## config.mk

```make
export PLATFORM = sky130hd
export DESIGN_NAME = dram_port_arbiter
export DESIGN_NICKNAME = d
export VERILOG_FILES = /design/src/rtl/dram_port_arbiter_pkg.sv /design/src/rtl/dram_rr_pick.sv /design/src/rtl/dram_port_arbiter.sv
export SDC_FILE = /design/constraint.sdc
export NUM_CORES = 1
export LEC_CHECK = 0
export BUFFER_PORTS_ARGS = -buffer_cell sky130_fd_sc_hd__buf_2
export CORE_AREA = 4 4 120 122
export CTS_CLUSTER_SIZE = 12
export DETAILED_ROUTE_END_ITERATION = 12
export DIE_AREA = 0 0 124 126
export MAX_ROUTING_LAYER = met4
export PLACE_DENSITY = 0.74
export SLEW_MARGIN = 40
export SYNTH_ARGS = -nofsm -noshare
export SYNTH_HDL_FRONTEND = slang
export SYNTH_SLANG_ARGS = --single-unit
export TNS_END_PERCENT = 10
```

## constraint.sdc

```tcl
create_clock -name clk -period 1.5 [get_ports clk]
set_input_delay 0.3 -clock clk [delete_from_list [all_inputs] [get_ports clk]]
set_output_delay 0.3 -clock clk [all_outputs]
set_load 0.05 [all_outputs]
```

## src/rtl/dram_port_arbiter_pkg.sv

```systemverilog
// Shared definitions for the data-RAM port arbiter.
//   - FSM state encodings (IDLE / ACCESS / RESP)
//   - requester id constants (M0 = CPU MEM stage, M1 = debug/DMA loader)
//   - data_ram control levels (chip enable, write enable, zero word)
//   - addr_in_range(): 1 when a byte address falls inside the RAM
package dram_port_arbiter_pkg;

    typedef enum logic [1:0] {
        ST_IDLE   = 2'd0,
        ST_ACCESS = 2'd1,
        ST_RESP   = 2'd2
    } state_e;

    localparam logic M0 = 1'b0;
    localparam logic M1 = 1'b1;

    localparam logic        CHIP_ENABLE   = 1'b1;
    localparam logic        CHIP_DISABLE  = 1'b0;
    localparam logic        WRITE_ENABLE  = 1'b1;
    localparam logic        WRITE_DISABLE = 1'b0;
    localparam logic [31:0] ZERO_WORD     = 32'h0000_0000;

    // Every address bit above the word index must be zero.
    function automatic logic addr_in_range(input logic [31:0] addr,
                                           input int unsigned mem_log2);
        return (addr >> (mem_log2 + 2)) == 32'h0;
    endfunction

endpackage

```

## src/rtl/dram_rr_pick.sv

```systemverilog
// Combinational winner selection for the two-requester RAM arbiter.
//   req[1:0]    : request lines, bit i = requester i
//   last_grant  : id of the most recent winner
//   grant_id    : id of the winner (valid only with grant_valid)
//   grant_valid : at least one request is pending
// FIXED_PRIO != 0 makes m0 win every tie; otherwise a tie goes to the
// requester that did not win last time.
module dram_rr_pick
    import dram_port_arbiter_pkg::*;
#(
    parameter int unsigned FIXED_PRIO = 0
) (
    input  logic [1:0] req,
    input  logic       last_grant,
    output logic       grant_id,
    output logic       grant_valid
);

    always_comb begin
        grant_valid = |req;
        grant_id    = M0;
        unique case (req)
            2'b01:   grant_id = M0;
            2'b10:   grant_id = M1;
            2'b11:   grant_id = (FIXED_PRIO != 0) ? M0 : ~last_grant;
            default: grant_id = M0;
        endcase
    end

endmodule

```

## src/rtl/dram_port_arbiter.sv

```systemverilog
// Shares the single-port data RAM between the CPU MEM stage (m0) and the
// debug/DMA loader (m1). One access at a time: IDLE picks and latches a
// winner, ACCESS drives the RAM for one cycle, RESP pulses the winner's
// ack. Out-of-range addresses skip ACCESS and are acked with err=1.
// Ports:
//   clk, rst            : clock, synchronous active-low reset
//   m{0,1}_req/we/addr/sel/wdata : requester inputs, held until ack
//   m{0,1}_rdata/ack/err         : one-cycle response to the winner
//   stallreq            : m0 access outstanding (m0_req & ~m0_ack)
//   ram_ce/we/addr/sel/data, ram_rdata : data_ram interface
//   busy                : FSM is in ACCESS or RESP
module dram_port_arbiter
    import dram_port_arbiter_pkg::*;
#(
    parameter int unsigned DATA_MEM_NUM_LOG2 = 17,
    parameter int unsigned FIXED_PRIO        = 0
) (
    input  logic        clk,
    input  logic        rst,
    input  logic        m0_req,
    input  logic        m0_we,
    input  logic [31:0] m0_addr,
    input  logic [3:0]  m0_sel,
    input  logic [31:0] m0_wdata,
    output logic [31:0] m0_rdata,
    output logic        m0_ack,
    output logic        m0_err,
    input  logic        m1_req,
    input  logic        m1_we,
    input  logic [31:0] m1_addr,
    input  logic [3:0]  m1_sel,
    input  logic [31:0] m1_wdata,
    output logic [31:0] m1_rdata,
    output logic        m1_ack,
    output logic        m1_err,
    output logic        stallreq,
    output logic        ram_ce,
    output logic        ram_we,
    output logic [31:0] ram_addr,
    output logic [3:0]  ram_sel,
    output logic [31:0] ram_data,
    input  logic [31:0] ram_rdata,
    output logic        busy
);

    state_e      state_q, state_d;
    logic        last_grant_q, last_grant_d;
    logic        id_q, id_d;
    logic        we_q, we_d;
    logic        ram_ce_q, ram_ce_d;
    logic        ram_we_q, ram_we_d;
    logic [31:0] ram_addr_q, ram_addr_d;
    logic [3:0]  ram_sel_q, ram_sel_d;
    logic [31:0] ram_data_q, ram_data_d;
    logic        m0_ack_q, m0_ack_d, m1_ack_q, m1_ack_d;
    logic        m0_err_q, m0_err_d, m1_err_q, m1_err_d;
    logic [31:0] m0_rdata_q, m0_rdata_d, m1_rdata_q, m1_rdata_d;
    logic        busy_q, busy_d;

    logic        grant_id, grant_valid;
    logic        win_we;
    logic [31:0] win_addr, win_wdata, rd_word;
    logic [3:0]  win_sel;

    dram_rr_pick #(
        .FIXED_PRIO (FIXED_PRIO)
    ) u_pick (
        .req         ({m1_req, m0_req}),
        .last_grant  (last_grant_q),
        .grant_id    (grant_id),
        .grant_valid (grant_valid)
    );

    assign win_we    = (grant_id == M1) ? m1_we    : m0_we;
    assign win_addr  = (grant_id == M1) ? m1_addr  : m0_addr;
    assign win_sel   = (grant_id == M1) ? m1_sel   : m0_sel;
    assign win_wdata = (grant_id == M1) ? m1_wdata : m0_wdata;

    // Writes return zero; reads capture the RAM word at the ACCESS edge.
    assign rd_word = we_q ? ZERO_WORD : ram_rdata;

    always_comb begin
        state_d      = state_q;
        last_grant_d = last_grant_q;
        id_d         = id_q;
        we_d         = we_q;
        // Pulse-style outputs default to idle so the RAM never sees a
        // stray enable and acks last exactly one cycle.
        ram_ce_d     = CHIP_DISABLE;
        ram_we_d     = WRITE_DISABLE;
        ram_addr_d   = ZERO_WORD;
        ram_sel_d    = 4'b0000;
        ram_data_d   = ZERO_WORD;
        m0_ack_d     = 1'b0;
        m0_err_d     = 1'b0;
        m0_rdata_d   = ZERO_WORD;
        m1_ack_d     = 1'b0;
        m1_err_d     = 1'b0;
        m1_rdata_d   = ZERO_WORD;
        busy_d       = 1'b0;
        unique case (state_q)
            ST_IDLE: begin
                if (grant_valid) begin
                    last_grant_d = grant_id;
                    id_d         = grant_id;
                    we_d         = win_we;
                    busy_d       = 1'b1;
                    if (addr_in_range(win_addr, DATA_MEM_NUM_LOG2)) begin
                        // The ram_* flops double as the latched access
                        // fields; they are live only during ACCESS.
                        state_d    = ST_ACCESS;
                        ram_ce_d   = CHIP_ENABLE;
                        ram_we_d   = win_we ? WRITE_ENABLE : WRITE_DISABLE;
                        ram_addr_d = win_addr;
                        ram_sel_d  = win_sel;
                        ram_data_d = win_wdata;
                    end else begin
                        // No RAM access: answer with err straight away.
                        state_d = ST_RESP;
                        if (grant_id == M1) begin
                            m1_ack_d = 1'b1;
                            m1_err_d = 1'b1;
                        end else begin
                            m0_ack_d = 1'b1;
                            m0_err_d = 1'b1;
                        end
                    end
                end
            end
            ST_ACCESS: begin
                state_d = ST_RESP;
                busy_d  = 1'b1;
                if (id_q == M1) begin
                    m1_ack_d   = 1'b1;
                    m1_rdata_d = rd_word;
                end else begin
                    m0_ack_d   = 1'b1;
                    m0_rdata_d = rd_word;
                end
            end
            // The winner's req is still high here; returning to IDLE
            // without looking at it prevents a double grant.
            ST_RESP: state_d = ST_IDLE;
            default: state_d = ST_IDLE;
        endcase
    end

    always_ff @(posedge clk) begin
        if (!rst) begin
            state_q      <= ST_IDLE;
            last_grant_q <= M1;
            id_q         <= M0;
            we_q         <= 1'b0;
            ram_ce_q     <= CHIP_DISABLE;
            ram_we_q     <= WRITE_DISABLE;
            ram_addr_q   <= ZERO_WORD;
            ram_sel_q    <= 4'b0000;
            ram_data_q   <= ZERO_WORD;
            m0_ack_q     <= 1'b0;
            m0_err_q     <= 1'b0;
            m0_rdata_q   <= ZERO_WORD;
            m1_ack_q     <= 1'b0;
            m1_err_q     <= 1'b0;
            m1_rdata_q   <= ZERO_WORD;
            busy_q       <= 1'b0;
        end else begin
            state_q      <= state_d;
            last_grant_q <= last_grant_d;
            id_q         <= id_d;
            we_q         <= we_d;
            ram_ce_q     <= ram_ce_d;
            ram_we_q     <= ram_we_d;
            ram_addr_q   <= ram_addr_d;
            ram_sel_q    <= ram_sel_d;
            ram_data_q   <= ram_data_d;
            m0_ack_q     <= m0_ack_d;
            m0_err_q     <= m0_err_d;
            m0_rdata_q   <= m0_rdata_d;
            m1_ack_q     <= m1_ack_d;
            m1_err_q     <= m1_err_d;
            m1_rdata_q   <= m1_rdata_d;
            busy_q       <= busy_d;
        end
    end

    assign ram_ce   = ram_ce_q;
    assign ram_we   = ram_we_q;
    assign ram_addr = ram_addr_q;
    assign ram_sel  = ram_sel_q;
    assign ram_data = ram_data_q;
    assign m0_ack   = m0_ack_q;
    assign m0_err   = m0_err_q;
    assign m0_rdata = m0_rdata_q;
    assign m1_ack   = m1_ack_q;
    assign m1_err   = m1_err_q;
    assign m1_rdata = m1_rdata_q;
    assign busy     = busy_q;
    assign stallreq = m0_req & ~m0_ack_q;

endmodule

```

* Word-level counts from Yosys, hierarchy flattened
Index checks and enable logic that the tools add are counted.
** Cells by class
- Equality and inequality tests :: 4
- Multiplexer cells :: 23
- Bitwise gates (word level) :: 5
- Reductions and logical operators :: 9
** Operator list (number)
- $mux 32 :: 3
- $logic_not 32->1 :: 1
- $mux 1 :: 12
- $pmux 1 s2 :: 4
- $reduce_and 3->1 :: 2
- $eq 2x2->1 const B :: 2
- $mux 2 :: 2
- $mux 4 :: 1
- $not 1->1 :: 4
- $pmux 2 s2 :: 1
- $reduce_and 2->1 :: 2
- $reduce_and 4->1 :: 1
- $reduce_or 3->1 :: 1
- $eq 2x1->1 const B :: 1
- $logic_not 2->1 :: 1
- $ne 2x2->1 const B :: 1
- $reduce_or 2->1 :: 1
- $and 1x1->1 :: 1
** Storage, ports and cells
- Flip-flop bits (word level) :: 144
- Input port bits :: 174
- Output and inout bits :: 140
- Logic and storage cells :: 57

* Logic depth before layout (Yosys ltp)
Gate-level depths: netlist of the first run.
- Word-level depth :: 7
- Depth in mapped cells :: 6
- Depth with buffers taken out :: 4

* Modules after synthesis
Synthesis of the first run repeated with hierarchy kept, for this count alone.
** Unflattened totals
- Cell total of the unflattened synthesis :: 416
- Area, all modules :: 4508.1 µm²
** Modules (own cells, without submodules)
- dram_port_arbiter :: times used 1, cells each 414, area each 4494.3 µm², seq. area each 2882.8 µm²
- dram_rr_pick :: times used 1, cells each 2, area each 13.8 µm², seq. area each 0.0 µm²

* Least setup slack after synthesis of the first run
OpenSTA, ideal clock, no wires.
- Path type :: flip-flop to output port
- From :: register m0_ack_q, in the netlist m0_ack
- To :: output stallreq
- Arrival :: 1.228 ns
- Data required time :: 1.200 ns
- Path slack :: -0.028 ns
- Cell stages (with the launch flop) :: 2
- Buffers on the path :: 0
- Cells stage by stage :: dfxtp_1 > nor2b_1
** On the way
- Word-level cells in the longest chain between the ends :: 2
** Ends and longest elaborated chain
- from (decl) :: RTL line dram_port_arbiter.sv:55 : logic m0_ack_q, m0_ack_d, m1_ack_q, m1_ack_d;
- from (signal assigned) :: RTL line dram_port_arbiter.sv:176 : m0_ack_q <= m0_ack_d;
- $not 1->1 :: RTL line dram_port_arbiter.sv:198 : assign stallreq = m0_req & ~m0_ack_q;
- $and 1x1->1 :: RTL line dram_port_arbiter.sv:198
- to (decl) :: RTL line dram_port_arbiter.sv:36 : output logic stallreq,
No other way between the ends.

* Final worst setup path of the first run
Ends and elaborated chain as after synthesis.

==> impl_metrics.env, run 1 <==
export IMPL_synth_top_cell_by_area="dfxtp_1"
export IMPL_fin_area_sq_mm=0.006927
export IMPL_hpwlAfterDp_microns=10410
export IMPL_grtUsageMet1=0.1906
export IMPL_num_vias=4296
export IMPL_vias_per_cell=4.305
export IMPL_synth_seq_cells=144
export IMPL_use_met2=0.2876
export IMPL_drtIter0Drc=175
export IMPL_synth_top_area_share=0.6425
export IMPL_drt_wirelength_per_cell_microns=13.42
export IMPL_power_leakage_nw=3.629
export IMPL_clock_latency_ns=0.41
export IMPL_status="finished, final reports clean"
export IMPL_drive_gt1_frac=0.4684
export IMPL_die_h_microns=126
export IMPL_gp_congestion=0.8511
export IMPL_worstSetupPathType="reg2out"
export IMPL_die_area_sq_mm=0.01562
export IMPL_path_max_fanout=2
export IMPL_h_tree_depth=4
export IMPL_cts_buffers=17
export IMPL_drtAntennaViolNets=0
export IMPL_yosysWarnings=0
export IMPL_finalNetCount=983
export IMPL_synthCells=477
export IMPL_grtUsageTotal=0.1724
export IMPL_start_kind="flop"
export IMPL_synthTopCellsByArea="dfxtp_1 (64%), nand2_1 (9.8%), nor2_1 (5.7%)"
export IMPL_cts_resized=0
export IMPL_power_density_mw_per_mm2=1250
export IMPL_grt_pass1_vias=4161
export IMPL_start_util=0.3402
export IMPL_ys_types=30
export IMPL_period_share=0.9201
export IMPL_grt_overflow_total=0
export IMPL_core_sq_mm=0.01319
export IMPL_slew_violations=0
export IMPL_cts_setup_buffers=0
export IMPL_grt_first_pass_wirelength_microns=20470
export IMPL_ys_seq_area_frac=0.6425
export IMPL_drc=0
export IMPL_grt_busiest_layer="met2"
export IMPL_die_w_microns=124
export IMPL_cts_hold_buf=0
export IMPL_first_pass_iters=4
export IMPL_crit_required_ns=1.20
export IMPL_met3_usage=0.05919
export IMPL_cts_tree="done"
export IMPL_setup_violations=0
export IMPL_place_area_sq_mm=0.006346
export IMPL_avgSynthCellArea_sq_um=9.406
export IMPL_final_cell_mix="buf_2 (313), dfxtp_1 (144), nand2_1 (116)"
export IMPL_io_pins=314
export IMPL_clockBufferDepth=2
export IMPL_rsz0062_at_grt="no"
export IMPL_syn2layout_area_growth_pct=54.38
export IMPL_fin_skew_ns=0.01215
export IMPL_wirelength_microns=13400
export IMPL_rows=42
export IMPL_root_buffer="clkbuf_16"
export IMPL_grt_max_degree=44
export IMPL_arrival_ns=1.08
export IMPL_fin_crit_ns=1.380
export IMPL_crit_path_end_kind="output pin"
export IMPL_fmax_mhz=724.5
export IMPL_final_common_cell="buf_2"
export IMPL_antenna_found_initial=0
export IMPL_netlist_area_sq_mm=0.004487
export IMPL_io_buffers=313
export IMPL_antenna_cells=0
export IMPL_clkSinkCount=144
export IMPL_ir_drop_mv=0.6548
export IMPL_dp_slack_ns=-0.1423
export IMPL_worst_hold_path_type="in2reg"
export IMPL_hold_viol=0
export IMPL_setup_slack_ns=0.1198
export IMPL_drv_cap=0
export IMPL_clk_pin_slew_ns=0.06
==> worst max-delay path, stage by stage, from the launching register on <==
cell and delay, ns:
dfxtp_1 0.32, nor2b_2 0.09, buf_2 0.26
==> per-layer routing <==
| metal | vias up | part of all wire |
|---|---|---|
| met2 | 219 | 0.49 |
| met5 | - | 0 |
| met3 | 20 | 0.11 |
| met1 | 1893 | 0.38 |
| li1 | 2164 | - |
| met4 | 0 | 0.016 |
==> power breakdown <==
| group | internal [W] | total [W] | switching (W) |
|---|---|---|---|
| sequential | 0.00386 | 0.00388 | 0.0000148 |
| combinational | 0.000309 | 0.000717 | 0.000408 |
| clock | 0.00238 | 0.00407 | 0.00169 |
==> flip-flops by register name, summed over array words and instances (netlist names), 2 cells and up <==
| register | flops |
|---|---|
| m1_rdata | 32 |
| ram_data | 32 |
| m0_rdata | 32 |
| ram_addr | 32 |
| ram_sel | 4 |
| state_q | 2 |
==> synthesized netlist by cell type <==
cell / number
a21oi_1: 35
o31a_1: 1
buf_4: 1
nand2_1: 117
buf_6: 3
buf_2: 1
o21ai_0: 1
nor3_1: 2
nor2_1: 68
o21a_1: 1
inv_1: 4
nand2b_1: 33
nand4_1: 2
nand3_1: 3
o22a_1: 1
or3_1: 1
o211a_1: 1
o311a_1: 1
mux2i_1: 1
nor2b_1: 4
nand3b_1: 1
o2111ai_1: 1
nor4_1: 4
conb_1: 1
a21boi_0: 1
a21oi_2: 20
a31o_2: 1
a21boi_4: 1
dfxtp_1: 144
clkbuf_1: 22
==> metrics by stage <==
stage	power, W	instances	TNS, ns	hold slack (ns)	util
finish	0.008662	998	0	0.1189	0.5251
floorplan	0.004339	489	0	0.3718	-
global route	0.009034	998	0	0.1106	0.5251
CTS	0.008779	998	0	0.09740	0.5251
global placement	0.004676	966	-2.767	0.4817	0.4811
detailed placement	0.004682	966	-5.211	0.4963	0.4811
==> area by class of cell <==
cell class,instances,area (sq um)
clock buffer,18,439.2
clock inverter,14,141.4
fill,1231,6264
inverter,4,15.01
multi-input combinational,314,1511
sequential,144,2883
tap,176,220.2
timing repair buffer,328,1717
==> worst paths after layout <==
kind	start	to	slack, ns	depth (start not counted)
worst max-delay path	m0_ack	stallreq	0.12	2
worst min register to register	id_q	id_q	0.50	2
worst min-delay path	rst	last_grant_q	0.12	2
worst max register to register	state_q[1]	ram_addr[0]	0.13	6
==> cell families (layout without fill, tap and decap cells) <==
kind of cell / count (synthesis) / in the layout / share of synthesized area
AOI/OAI and AO/OA: 65 / 65 / 0.09900
other: 1 / 13 / 0.0008358
buffers and inverters: 31 / 364 / 0.03207
DFF: 144 / 144 / 0.6425
and+or+nand+nor: 235 / 235 / 0.2234
muxes: 1 / 1 / 0.002231
Power figures use the tool's default switching activity.
==> run 2, diff against run 1 <==
- SETUP_SLACK_MARGIN: unset -> 0.3
==> run 2 against run 1 <==
  * Sequential cell count is the same
  * Via count grew 1.1%
  * Total power grew 4.9%
  * Final cell count grew 0.40%
  * Critical path depth grew 3
  * Register-to-register slack gained 0.04 ns
  * Utilization grew 1.7 points
  * Clock power grew 9.6%
  * Clock skew shrank 0.0014 ns
  * Global-route usage grew 0.95 points
  * Wire length grew 5.9%
==> impl_metrics.env, run 2 (same netlist as run 1, synthesis figures left out) <==
export IMPL_fillers=1212
export IMPL_drt_wirelength_per_cell_microns=14.15
export IMPL_rows=42
export IMPL_clockBufferDepth=2
export IMPL_pwr_share_comb=0.082
export IMPL_clk_pin_slew_ns=0.06
export IMPL_clkSinkCount=144
export IMPL_r2r_start="state_q[1]"
export IMPL_switchingPower_w=0.002089
export IMPL_hold_viol=0
export IMPL_first_pass_iters=4
export IMPL_fin_cells=1002
export IMPL_cpPeakStageDelay_ns=0.34
export IMPL_worst_hold_path_type="in2reg"
export IMPL_die_h_microns=126
export IMPL_cts_hold_buf=0
export IMPL_grt_overflow_total=0
export IMPL_fin_crit_ns=1.326
export IMPL_final_common_cell="buf_2"
export IMPL_hpwlAfterDp_microns=10880
export IMPL_fin_area_sq_mm=0.007144
export IMPL_antenna_cells=0
export IMPL_grt_pass1_vias=4237
export IMPL_cts_buffers=17
export IMPL_slew_violations=0
export IMPL_antenna_found_initial=0
export IMPL_arrival_ns=1.66
export IMPL_p_sw_frac=0.2299
export IMPL_fmax_mhz=753.9
export IMPL_drc=0
export IMPL_start_util=0.3402
export IMPL_gp_congestion=0.7810
export IMPL_drtAntennaViolNets=0
export IMPL_num_vias=4343
export IMPL_register_area_sq_mm=0.002887
export IMPL_syn2layout_area_growth_pct=59.23
export IMPL_dp_cells=967
export IMPL_grt_first_pass_wirelength_microns=21260
export IMPL_hold_start="m1_wdata[1]"
export IMPL_regToRegSetupSlack_ns=0.17
export IMPL_io_pins=314
export IMPL_io_buffers=313
export IMPL_period_share=0.8843
export IMPL_seq_power_share=0.427
export IMPL_die_w_microns=124
export IMPL_vias_per_cell=4.334
export IMPL_drtIter0Drc=164
export IMPL_cp_cell_sequence="nor2_4 -> o2111ai_2 -> o22a_4 -> buf_12 -> a21oi_1"
export IMPL_wirelength_microns=14180
export IMPL_final_cell_mix="buf_2 (308), dfxtp_1 (141), nand2_1 (116)"
export IMPL_clock_latency_ns=0.41
export IMPL_grtUsageTotal=0.1819
export IMPL_drv_cap=0
export IMPL_drive_gt1_frac=0.4855
export IMPL_worstSetupPathType="reg2reg"
export IMPL_crit_required_ns=1.83
export IMPL_power_density_mw_per_mm2=1272
export IMPL_place_area_sq_mm=0.006387
export IMPL_power_leakage_nw=3.709
export IMPL_core_sq_mm=0.01319
export IMPL_grt_max_degree=37
export IMPL_ir_drop_mv=0.6252
export IMPL_crit_start="state_q[1]"
export IMPL_multiInputGateArea_sq_mm=0.001578
export IMPL_p_clk_frac=0.491
export IMPL_start_kind="flop"
export IMPL_path_max_fanout=19
export IMPL_hold_ws_ns=0.1239
export IMPL_fin_skew_ns=0.01071
export IMPL_cts_tree="done"
export IMPL_status="finished, final reports clean"
export IMPL_crit_path_end_kind="flop"
export IMPL_setup_violations=0
export IMPL_cp_slowest_cell="dfxtp_2"
export IMPL_die_area_sq_mm=0.01562
export IMPL_root_buffer="clkbuf_16"
export IMPL_finalNetCount=987
export IMPL_rsz0062_at_grt="yes"
export IMPL_h_tree_depth=4
export IMPL_p_int_w=0.006999
## run 2: changes by cell type in the layout (fill, tap and decap cells not counted), moves of 4 or more
cell	change
a21oi_1	-5
a21oi_2	+5
buf_2	-5
buf_4	+4
## run 2: timing repair
action,CTS,global route
cloned,1,0
buffers inserted,2,0
endpoints found under the hold margin,0,0
pin swaps,4,2
gates resized for setup,20,4
setup endpoints to repair,198,206
## run 2: power groups by stage
stage | Clock (W) | Sequential (W) | Combinational (W)
2_1_floorplan | 0 | 0.00406 | 0.000285
3_3_place_gp | 0 | 0.00396 | 0.000723
3_5_place_dp | 0 | 0.00396 | 0.000725
4_1_cts | 0.00458 | 0.00388 | 0.000745
5_1_grt | 0.00474 | 0.00388 | 0.000825
6_report | 0.00446 | 0.00388 | 0.000743
## run 2: layer usage
layer | wire length [microns] | global-route usage | vias to the layer above
li1 | - | - | 2178
met1 | 5297 | 0.1972 | 1916
met2 | 7239 | 0.3134 | 224
met3 | 1396 | 0.05336 | 25
met4 | 248 | 0.06508 | 0
met5 | 0 | - | -
## run 2: final timing paths
| path | cells past startpoint | to |
|---|---|---|
| setup / recovery | 5 | ram_addr[11] |
| hold / removal | 3 | ram_data[1] |
| setup reg to reg | 5 | ram_addr[11] |
| hold reg to reg | 2 | id_q |
## run 2: layout make-up
cell class / count / area share
Multi-Input combinational cell: 314 / 0.2208
Tap cell: 176 / 0.03082
Clock buffer: 18 / 0.06007
Timing Repair Buffer: 332 / 0.2536
Clock inverter: 14 / 0.02855
Inverter: 4 / 0.002102
Sequential cell: 144 / 0.4040
## run 2: critical path: cells and delay by family, from the launching register on
family | cells | cell delay (ns)
buf+inv | 1 | 0.17
simple gates | 1 | 0.16
compound gates | 3 | 0.56
flops | 1 | 0.34
## run 2: per-stage QoR
step                  util  worst slack (ns)  power [W]  TNS [ns]
detailed placement  0.4843           -0.1731   0.004687    -5.928
floorplan                -            0.1122   0.004341         0
global placement    0.4843          -0.07206   0.004683    -3.231
CTS                 0.5404            0.1645   0.009200         0
finish              0.5416            0.1735   0.009088         0
global route        0.5416            0.1301   0.009445         0
==> run 3, diff against run 2 <==
- SYNTH_HIERARCHICAL: unset -> 1
==> run 3 against run 2 <==
  * The flow now finishes with violations (setup timing)
  * Global-route usage is 1.8 points higher
  * Die area stayed put
  * Maximum frequency is 16% lower
  * Via count is 3.7% lower
  * Non-clock buffer count is 12 higher
  * Highest routed layer unchanged
  * Sequential cell count stayed put
  * First-iteration DRC count is 10% higher
  * Synthesized area is 0.47% higher
==> impl_metrics.env, run 3 <==
export IMPL_finalNetCount=943
export IMPL_seq_power_share=0.443
export IMPL_clk_pin_slew_ns=0.06
export IMPL_ir_drop_mv=0.6564
export IMPL_synth_top_cell_by_area="dfxtp_1"
export IMPL_synth_seq_cells=144
export IMPL_io_buffers=313
export IMPL_cpLargestDelayFamily="compound AO/OA/AOI/OAI gates"
export IMPL_antenna_found_initial=0
export IMPL_grtUsageTotal=0.1995
export IMPL_power_density_mw_per_mm2=1035
export IMPL_place_area_sq_mm=0.006475
export IMPL_synth_top_area_share=0.6395
export IMPL_root_buffer="clkbuf_16"
export IMPL_synthTopCellsByArea="dfxtp_1 (64%), mux2i_1 (12%), nor2_1 (9.4%)"
export IMPL_fin_area_sq_mm=0.008504
export IMPL_h_tree_depth=4
export IMPL_die_area_sq_mm=0.01562
export IMPL_clock_latency_ns=0.42
export IMPL_vias_per_cell=4.365
export IMPL_setup_slack_ns=-0.07380
export IMPL_cp_slowest_cell="dfxtp_2"
export IMPL_fmax_mhz=635.4
export IMPL_p_sw_frac=0.2589
export IMPL_drtAntennaViolNets=0
export IMPL_p_int_w=0.006523
export IMPL_dp_slack_ns=-0.2898
export IMPL_num_vias=4182
export IMPL_switchingPower_w=0.002278
export IMPL_drtIter0Drc=181
export IMPL_cts_hold_buf=0
export IMPL_core_sq_mm=0.01319
export IMPL_grt_overflow_total=0
export IMPL_hpwlAfterDp_microns=10250
export IMPL_worst_path_buf_inv=1
export IMPL_ys_seq_area_frac=0.6395
export IMPL_ys_types=34
export IMPL_fin_tns_setup_ns=-2.438
export IMPL_cts_tree="done"
export IMPL_synthCells=416
export IMPL_cpPeakStageDelay_ns=0.34
export IMPL_worst_hold_path_type="in2reg"
export IMPL_cp_cell_sequence="a21boi_4 -> nor2b_4 -> a22oi_2 -> a211o_4 -> clkbuf_16 -> nor2_1"
export IMPL_drc=0
export IMPL_synth_most_common_cell="dfxtp_1"
export IMPL_syn2layout_area_growth_pct=88.65
export IMPL_arrival_ns=1.93
export IMPL_period_share=1.049
export IMPL_avgSynthCellArea_sq_um=10.84
export IMPL_async_flop_share=0
export IMPL_final_util=0.6448
export IMPL_drive_gt1_frac=0.6292
export IMPL_met1Wirelength_microns=5840
export IMPL_drt_wirelength_per_cell_microns=16.49
export IMPL_synthFlopType="dfxtp_1"
export IMPL_clockBufferDepth=2
export IMPL_antenna_cells=0
export IMPL_gp_congestion=0.8327
export IMPL_setup_violations=60
export IMPL_fin_skew_ns=0.006294
export IMPL_synth_common_cells="dfxtp_1 (144), nor2_1 (113), mux2i_1 (56), nand2b_1 (34), clkbuf_1 (16)"
export IMPL_pwr_share_comb=0.099
export IMPL_drv_cap=0
export IMPL_clkSinkCount=144
export IMPL_wl_met2_microns=8120
export IMPL_slew_violations=0
export IMPL_yosysWarnings=6
export IMPL_die_w_microns=124
export IMPL_wirelength_microns=15800
export IMPL_synth_edf_count=0
export IMPL_die_h_microns=126
export IMPL_grt_pass1_vias=4374
export IMPL_grt_first_pass_wirelength_microns=22770
export IMPL_crit_required_ns=1.85
export IMPL_grt_max_degree=38
export IMPL_power_leakage_nw=3.999
export IMPL_worstSetupPathType="reg2reg"
export IMPL_start_kind="flop"
export IMPL_first_pass_iters=4
export IMPL_top_layer_used="met4"
export IMPL_route_met3_wl_microns=1486
export IMPL_final_cell_mix="buf_2 (173), nor2_1 (108), dfxtp_2 (85)"
export IMPL_status="complete, but fails checks"
export IMPL_rsz0062_at_grt="yes"
export IMPL_start_util=0.3418
export IMPL_final_common_cell="buf_2"
export IMPL_p_clk_frac=0.458
export IMPL_io_pins=314
export IMPL_violations="setup timing"
export IMPL_cts_buffers=17
export IMPL_rows=42
export IMPL_fillers=949
export IMPL_netlist_area_sq_mm=0.004508
export IMPL_fin_crit_ns=1.574
export IMPL_hold_viol=0
export IMPL_path_max_fanout=18
export IMPL_crit_path_end_kind="flop"
==> run 3: power by group through the flow <==
stage | clock network (W) | registers (W) | logic, W
2_1_floorplan | 0 | 0.00406 | 0.000315
3_3_place_gp | 0 | 0.00396 | 0.000759
3_5_place_dp | 0 | 0.00396 | 0.000763
4_1_cts | 0.00409 | 0.00389 | 0.000830
5_1_grt | 0.00429 | 0.00390 | 0.000944
6_report | 0.00403 | 0.00389 | 0.000875
==> run 3: path summary, 6_finish.rpt <==
check                    start     endpoint  slack [ns]  cells past startpoint
setup / recovery  last_grant_q  ram_data[5]       -0.07                      6
hold / removal      m0_addr[1]  ram_addr[1]        0.11                      3
setup reg to reg  last_grant_q  ram_data[5]       -0.07                      6
hold reg to reg           we_q         we_q        0.50                      1
==> run 3: cell type report <==
| type | count | area (sq um) | area share |
|---|---|---|---|
| Timing Repair Buffer | 344 | 3069 | 0.3609 |
| Sequential cell | 144 | 2989 | 0.3515 |
| Clock inverter | 15 | 145.1 | 0.01707 |
| Tap cell | 176 | 220.2 | 0.02589 |
| Multi-Input combinational cell | 258 | 1640 | 0.1929 |
| Clock buffer | 17 | 425.4 | 0.05002 |
| Inverter | 4 | 15.01 | 0.001765 |
==> run 3: worst reg2reg max path: stages (launching register included) <==
cell	delay [ns]
dfxtp_2	0.34
a21boi_4	0.26
nor2b_4	0.21
a22oi_2	0.08
a211o_4	0.33
clkbuf_16	0.20
nor2_1	0.11
==> run 3: cells by family (layout without fill, tap and decap cells) <==
family / count (synthesis) / in the layout / share of synthesized area
buf+inv: 26 / 380 / 0.02998
other cells: 1 / 13 / 0.0008318
mux: 56 / 56 / 0.1243
simple gates: 177 / 177 / 0.1843
flops: 144 / 144 / 0.6395
compound gates: 12 / 12 / 0.02110
==> run 3: what timing repair did <==
item                                    CTS  global route
buffers inserted                          1             2
pin swaps                                 6             6
gates resized for setup                 453            23
endpoints found under the setup margin  207           219
gates cloned                              0             1
==> run 3: per-layer routing <==
layer	vias up	global-route usage
li1	2034	-
met1	1885	0.2199
met2	237	0.3290
met3	26	0.06457
met4	0	0.08441
met5	-	-
==> run 3: metrics by stage <==
stage / power [W] / cells / hold slack, ns
6_report: 0.008801 / 958 / 0.1121
5_1_grt: 0.009132 / 958 / 0.09858
4_1_cts: 0.008806 / 955 / 0.08776
3_5_place_dp: 0.004723 / 922 / 0.4913
3_3_place_gp: 0.004719 / 922 / 0.4858
2_1_floorplan: 0.004371 / 428 / 0.3718
